$ cat src/rtl/sha_loader_pkg.sv
// Shared constants and state encoding for the SHA block loader.
// Imported by block_loader_160_if, block_loader_160 and the testbench.
package sha_loader_pkg;

  localparam int WORD_W    = 32;
  localparam int NUM_WORDS = 5;
  localparam int BLOCK_W   = WORD_W * NUM_WORDS;
  localparam int CNT_W     = $clog2(NUM_WORDS + 1);

  typedef enum logic {
    COLLECT = 1'b0,
    FULL    = 1'b1
  } load_state_t;

endpackage

$ cat src/rtl/block_loader_160_if.sv
// Word bus, core handshake and block memory write port of the block loader.
// master = host / downstream side, slave = the loader itself.
interface block_loader_160_if;
  import sha_loader_pkg::*;

  logic               flush;
  logic               word_valid;
  logic [WORD_W-1:0]  word_in;
  logic               word_ready;
  logic               core_busy;
  logic               write_en;
  logic [BLOCK_W-1:0] block_out;
  logic [CNT_W-1:0]   word_count;
  logic               block_done;

  modport master (
    output flush,
    output word_valid,
    output word_in,
    output core_busy,
    input  word_ready,
    input  write_en,
    input  block_out,
    input  word_count,
    input  block_done
  );

  modport slave (
    input  flush,
    input  word_valid,
    input  word_in,
    input  core_busy,
    output word_ready,
    output write_en,
    output block_out,
    output word_count,
    output block_done
  );

endinterface

$ cat src/rtl/word_byte_swap32.sv
// Combinational byte reversal of a 32-bit word (little-endian header fields).
module word_byte_swap32 (
  input  logic [31:0] word_in,
  output logic [31:0] word_out
);

  for (genvar gi = 0; gi < 4; gi++) begin : g_byte
    assign word_out[8*gi +: 8] = word_in[8*(3-gi) +: 8];
  end

endmodule

$ cat src/rtl/block_loader_160.sv
// Collects NUM_WORDS words MSB-first into a 160-bit block and strobes it into
// block memory once the SHA core is idle. Option: BLOCK_LOADER_BYTE_SWAP_EN.
module block_loader_160 #(
  parameter int WORD_W    = sha_loader_pkg::WORD_W,
  parameter int NUM_WORDS = sha_loader_pkg::NUM_WORDS
) (
  input logic               CLK,
  input logic               RST,
  block_loader_160_if.slave bus
);
  import sha_loader_pkg::*;

  localparam int BLOCK_W = WORD_W * NUM_WORDS;

  load_state_t        state_reg, state_next;
  logic [CNT_W-1:0]   count_reg, count_next;
  logic [BLOCK_W-1:0] block_reg, block_next;
  logic               done_reg;

  logic [WORD_W-1:0]    word_packed;
  logic [NUM_WORDS-1:0] slot_sel;
  logic                 ready_c;
  logic                 write_c;
  logic                 accept_c;

`ifdef BLOCK_LOADER_BYTE_SWAP_EN
  word_byte_swap32 u_swap (
    .word_in  (bus.word_in),
    .word_out (word_packed)
  );
`else
  assign word_packed = bus.word_in;
`endif

  // One-hot slot decode: the current word count selects the destination slice.
  for (genvar gi = 0; gi < NUM_WORDS; gi++) begin : g_slot
    assign slot_sel[gi] = (count_reg == CNT_W'(gi));
  end

  always_comb begin
    state_next = state_reg;
    count_next = count_reg;
    block_next = block_reg;
    ready_c    = 1'b0;
    write_c    = 1'b0;
    accept_c   = 1'b0;

    case (state_reg)
      COLLECT: begin
        ready_c  = !bus.flush;
        accept_c = ready_c && bus.word_valid;
        if (accept_c) begin
          count_next = count_reg + 1'b1;
          if (count_reg == CNT_W'(NUM_WORDS - 1)) begin
            state_next = FULL;
          end
        end
      end
      FULL: begin
        // The block stays frozen here until the core releases the memory.
        write_c = !bus.core_busy && !bus.flush;
        if (write_c) begin
          state_next = COLLECT;
          count_next = '0;
        end
      end
      default: begin
        state_next = COLLECT;
        count_next = '0;
      end
    endcase

    for (int k = 0; k < NUM_WORDS; k++) begin
      if (accept_c && slot_sel[k]) begin
        block_next[BLOCK_W-1-k*WORD_W -: WORD_W] = word_packed;
      end
    end

    // Abort discards the partial or pending block but leaves the data bits alone.
    if (bus.flush) begin
      state_next = COLLECT;
      count_next = '0;
    end
  end

  always_ff @(posedge CLK) begin
    if (RST) begin
      state_reg <= COLLECT;
      count_reg <= '0;
      block_reg <= '0;
      done_reg  <= 1'b0;
    end else begin
      state_reg <= state_next;
      count_reg <= count_next;
      block_reg <= block_next;
      done_reg  <= write_c;
    end
  end

  assign bus.word_ready = ready_c;
  assign bus.write_en   = write_c;
  assign bus.block_out  = block_reg;
  assign bus.word_count = count_reg;
  assign bus.block_done = done_reg;

endmodule

$ cat src/flat_wrapper.sv
// flat-port wrapper written by rule: the top's interface ports become plain ports
module block_loader_160_flat import sha_loader_pkg::*;
#(
  parameter int WORD_W    = sha_loader_pkg::WORD_W,
  parameter int NUM_WORDS = sha_loader_pkg::NUM_WORDS
)
  (CLK, RST, bus_flush, bus_word_valid, bus_word_in, bus_core_busy, bus_word_ready, bus_write_en, bus_block_out, bus_word_count, bus_block_done);
  block_loader_160_if bus_i ();
  input logic CLK;
  input logic RST;
  input wire logic [$bits(bus_i.flush)-1:0] bus_flush;
  input wire logic [$bits(bus_i.word_valid)-1:0] bus_word_valid;
  input wire logic [$bits(bus_i.word_in)-1:0] bus_word_in;
  input wire logic [$bits(bus_i.core_busy)-1:0] bus_core_busy;
  output wire logic [$bits(bus_i.word_ready)-1:0] bus_word_ready;
  output wire logic [$bits(bus_i.write_en)-1:0] bus_write_en;
  output wire logic [$bits(bus_i.block_out)-1:0] bus_block_out;
  output wire logic [$bits(bus_i.word_count)-1:0] bus_word_count;
  output wire logic [$bits(bus_i.block_done)-1:0] bus_block_done;
  assign bus_i.flush = bus_flush;
  assign bus_i.word_valid = bus_word_valid;
  assign bus_i.word_in = bus_word_in;
  assign bus_i.core_busy = bus_core_busy;
  assign bus_word_ready = bus_i.word_ready;
  assign bus_write_en = bus_i.write_en;
  assign bus_block_out = bus_i.block_out;
  assign bus_word_count = bus_i.word_count;
  assign bus_block_done = bus_i.block_done;
  block_loader_160 #(.WORD_W(WORD_W), .NUM_WORDS(NUM_WORDS)) u_core (.CLK(CLK), .RST(RST), .bus(bus_i));
endmodule
$ cat config.mk
export PLATFORM = sky130hd
export DESIGN_NAME = block_loader_160_flat
export DESIGN_NICKNAME = d
export VERILOG_FILES = /design/src/rtl/sha_loader_pkg.sv /design/src/rtl/block_loader_160_if.sv /design/src/rtl/word_byte_swap32.sv /design/src/rtl/block_loader_160.sv /design/src/flat_wrapper.sv
export SDC_FILE = /design/constraint.sdc
export NUM_CORES = 1
export LEC_CHECK = 0
export ABC_AREA = 1
export CORE_MARGIN = 4
export CORE_UTILIZATION = 35
export DETAILED_ROUTE_END_ITERATION = 12
export PLACE_DENSITY_LB_ADDON = 0.25
export SLEW_MARGIN = 10
export SYNTH_ARGS = -nofsm -noshare
export SYNTH_HDL_FRONTEND = slang
export SYNTH_SLANG_ARGS = --single-unit
$ cat constraint.sdc
create_clock -name CLK -period 3.83 [get_ports CLK]
set_clock_uncertainty 0.1 [all_clocks]
set_input_delay 1.149 -clock CLK [delete_from_list [all_inputs] [get_ports CLK]]
set_output_delay 1.149 -clock CLK [all_outputs]
set_load 0.005 [all_outputs]
Word level (Yosys, flattened, before mapping):

Index checks and enable logic that the tools add are counted.

* add/sub/neg operators: 1
* equal/unequal tests: 6
* mux-type cells: 10
* bitwise logic cells: 1
* reduce and logical (&&, ||, !) cells: 12

Operators by type and width (number)
* $logic_and A1 B1 Y1: 7
* $eq A3 B2 Y1 const B: 2
* $mux W1: 6
* $mux W3: 2
* $pmux W3 S2: 1
* $add A3 B1 Y3 const B: 1
* $eq A3 B1 Y1 const B: 1
* $eq A3 B3 Y1 const B: 1
* $logic_not A3 Y1: 1
* $logic_not A1 Y1: 2
* $ne A2 B1 Y1 const B: 1
* $ne A2 B2 Y1 const B: 1
* $pmux W1 S2: 1
* $reduce_and A2 Y1: 1
* $reduce_or A2 Y1: 1
* $not A1 Y1: 1

* register bits: 165
* input bits: 37
* output and inout port bits: 166
* logic and storage cells: 38

Longest topological paths before layout:

Gate-level depths: netlist of run 1.

* depth after elaboration: 4
* mapped depth: 10
* gate-level depth less buffers: 8

Worst setup path before layout of run 1:

Ideal clock, no wire load.

* kind: input -> output
* from: input bus_flush
* to: output bus_word_ready
* arrival: 1675 ps
* required time: 2581 ps
* slack: 906 ps
* stages: 3
* path buffers: 2
* cells stage by stage: nor2_4 buf_2 buf_2

* word-level cells in the longest chain between the ends: 2

RTL lines
* start: declaration: line flat_wrapper.sv:11 `input wire logic [$bits(bus_i.flush)-1:0] bus_flush;`
* $logic_not A1 Y1: line block_loader_160.sv:50 `ready_c = !bus.flush;`
* $mux W1: line block_loader_160.sv:48 `case (state_reg)`
* end: declaration: line flat_wrapper.sv:15 `output wire logic [$bits(bus_i.word_ready)-1:0] bus_word_ready;`

Every way passes these cells.

Worst setup path after layout of run 1:

* from: input bus_flush
* to: output bus_write_en

* word-level cells in the longest chain between the ends: 3

RTL lines
* $logic_not A1 Y1: line block_loader_160.sv:61 `write_c = !bus.core_busy && !bus.flush;`
* $logic_and A1 B1 Y1: line block_loader_160.sv:61
* $mux W1: line block_loader_160.sv:48
* end: declaration: line flat_wrapper.sv:16 `output wire logic [$bits(bus_i.write_en)-1:0] bus_write_en;`

Every way passes these cells.

==> results of run 1 <==
==> synth_stat cells <==
| cell type | count | area, um2 |
|---|---|---|
| nor2_1 | 262 | 983.4 |
| nand2_1 | 197 | 739.5 |
| dfxtp_1 | 165 | 3303 |
| nand4_1 | 128 | 800.8 |
| inv_1 | 74 | 277.8 |
| a21oi_1 | 36 | 180.2 |
| buf_2 | 34 | 170.2 |
| clkbuf_1 | 33 | 123.9 |
| buf_1 | 6 | 22.52 |
| buf_4 | 6 | 45.04 |
| ha_1 | 5 | 62.56 |
| nand3_1 | 5 | 25.02 |
| inv_2 | 3 | 11.26 |
| nor2_2 | 2 | 12.51 |
| nor2_4 | 2 | 22.52 |
| nand2_4 | 1 | 11.26 |
| nand3b_1 | 1 | 7.510 |
| o21ai_0 | 1 | 5.000 |
| or2_2 | 1 | 6.260 |
==> cells by family (layout without fill, tap and decap cells) <==
logic type                 after synthesis  in the layout  synth area share
adders and majority gates                5              5          0.009186
AOI/OAI and AO/OA                       37             37           0.02719
buffers and inverters                  156            330           0.09553
and+or+nand+nor                        599            599            0.3831
DFF                                    165            165            0.4850
==> report_power, final <==
group	total, mW	switching (mW)	internal [mW]
registers	1.76	0.0182	1.75
logic	0.326	0.192	0.134
clock network	1.72	0.710	1.01
total	3.81	0.920	2.89
==> worst max-delay path, cell delays in order <==
cell             delay (ns)
clkdlybuf4s50_1        0.50
nor2_1                 0.14
nand2_1                0.07
inv_1                  0.06
clkdlybuf4s50_1        0.49
==> worst max-delay path by stage <==
stage                     startpoint        endpoint  slack [ns]  cells after the start
after global routing       bus_flush    bus_write_en        0.10                      5
after detailed placement   bus_flush    bus_write_en        0.18                      5
after global placement     bus_flush    bus_write_en        0.19                      5
after CTS                  bus_flush    bus_write_en        0.17                      5
final                      bus_flush    bus_write_en        0.18                      5
after floorplan            bus_flush  bus_word_ready        0.91                      3
==> cell type report <==
cell class	count	area, um2
fillers	1909	9298
clock buffers	21	470.5
multi-input cells	641	2869
flip-flops and latches	165	3303
well taps	260	325.3
clock inverters	11	123.9
inverters	77	291.5
repair buffers	221	2212
==> per-layer routing <==
metal,global-route usage,vias to the layer above
met5,0,-
li1,-,3393
met4,0.06104,0
met1,0.2874,3069
met2,0.2940,219
met3,0.05457,22
==> through the flow <==
stage	area (um2)	hold slack [ns]	worst slack, ns
finish	9595	0.3593	0.1804
CTS	9595	0.3612	0.1735
global route	9595	0.3753	0.1043
detailed placement	9001	0.3520	0.1823
global placement	9001	0.3469	0.1886
floorplan	6810	0.3574	0.9061
==> reports/results.tsv, run 1 <==
stage	metric	value	unit
outcome	outcome	finished clean	
final_layout	n_diodes	0	
synthesis	Synth warnings	0	
drt	DR WL met3	1.505	mm
final_layout	Nets	1165	
final_layout	share of cells above drive strength 1	0.05722	
synthesis	Netlist cell types	19	
timing	setup TNS	0	ns
drt	drt drc	0	
drt	Iter 0 DRT Violations	486	
die	die area	0.02175	mm2
clock_tree	Clock Latency Late Sink	0.42	ns
final_layout	most common cell after layout, fill and taps aside	nor2_1	
timing	min cycle time layout	3.650	ns
critical_path	Worst Path Arrival	2.40	ns
timing	f_max	274.0	MHz
placement	gpl congestion	0.8161	
timing	Final Hold Fails	0	
critical_path	Worst R2R Setup Slack	1.51	ns
synthesis	Mapped Nets	1004	
placement	Detailed Place HPWL	15.11	mm
drt	top routing layer in use	met4	
pwr	Leak Pwr	3.943	nW
timing	Worst-Margin Slew	0.8430	ns
drt	DR pass1 iterations	5	
global_route	total global-route track usage	0.2004	
die	Die H	147.5	um
pwr	Cell Pwr Density	397.6	mW/mm2
critical_path	Crit. End Element	output pin	
drt	Routed Antenna Nets	0	
die	I/O Pins	203	
timing	Setup Viol. Count Final	0	
drt	Routed WL	21.98	mm
clock_tree	CTS resizes	0	
synthesis	synthesized area	0.006810	mm2
global_route	first-pass GRT wire length	35.01	mm
clock_tree	CTS tree	yes	
critical_path	Max FO, Critical Path	4	
global_route	initial antenna violation count	0	
drt	drt via density	4.802	
worst_hold_path	Hold Startpoint	u_core.bus.block_out[33]	
critical_path	Reg-to-Reg Start	u_core.state_reg	
global_route	vias in the first global route	6180	
die	Placement Rows	50	
global_route	total grt overflow	0	
final_layout	commonest cells after routing, fill and taps aside	259 x nor2_1, 201 x clkdlybuf4s50_1, 197 x nand2_1	
die	initial core utilization	0.3605	
pwr	total power	3.815	mW
die	total core area	0.01889	mm2
timing	RSZ-0062 raised after global routing	no	
job	max-cap viol count	0	
final_layout	max reg flops	160	
critical_path	Setup crit start kind	primary input	
drt	drt wl/cell	15.74	um
placement	dpl cells	1364	
final_layout	Layout Area Growth over Synthesis	40.90	%
clock_tree	Hold Buf Count CTS	0	
synthesis	sequential-to-total area share from yosys stat	0.4850	
global_route	largest net degree at the start of global routing	96	
timing	Final Cycle Share	0.9529	
synthesis	average size of a mapped cell	7.079	um2
synthesis	Seq cells post-synth	165	
clock_tree	clk sinks	165	
drt	DR vias	6703	
timing	Max Slew Vio Count	0	
worst_hold_path	Hold WC Path Type	reg2reg	
clock_tree	H-tree depth	4	
clock_tree	Root Driver	clkbuf_16	
critical_path	crit path kind	in2out	
worst_hold_path	worst hold path endpoint	u_core.bus.block_out[33]	
worst_hold_path	hold path depth	2	
final_layout	fin cells	1396	
drt	met1 wire length	10.39	mm
clock_tree	cts bufs inserted	17	
synthesis	Synth Instances	962	
pwr	maximum VDD drop	0.3003	mV
placement	Buffers on Ports	202	
timing	normalized max-slew margin	0.4380	
clock_tree	clk slew on worst S/H paths	0.06	ns
drt	met2 WL post-DR	9.682	mm
critical_path	Crit Reg-Reg Endpoint	u_core.bus.block_out[144]	
clock_tree	Setup Buffers After CTS	0	
die	DIE WIDTH	147.5	um
final_layout	utilization after layout	0.5079	
critical_path	CP required	2.58	ns
critical_path	Register-to-Register Path Depth	6	
clock_tree	Max clock buf depth	2	
Power figures use the tool's default switching activity.
==> run 2: changes to the inputs <==
--- a/config.mk
+++ b/config.mk
@@ -10,6 +10,7 @@
 export CORE_UTILIZATION = 35
 export DETAILED_ROUTE_END_ITERATION = 12
 export PLACE_DENSITY_LB_ADDON = 0.25
+export SKIP_LAST_GASP = 1
 export SLEW_MARGIN = 10
 export SYNTH_ARGS = -nofsm -noshare
 export SYNTH_HDL_FRONTEND = slang
==> results of run 2 <==
The final DEF is identical to that of run 1; final timing and power are the same.
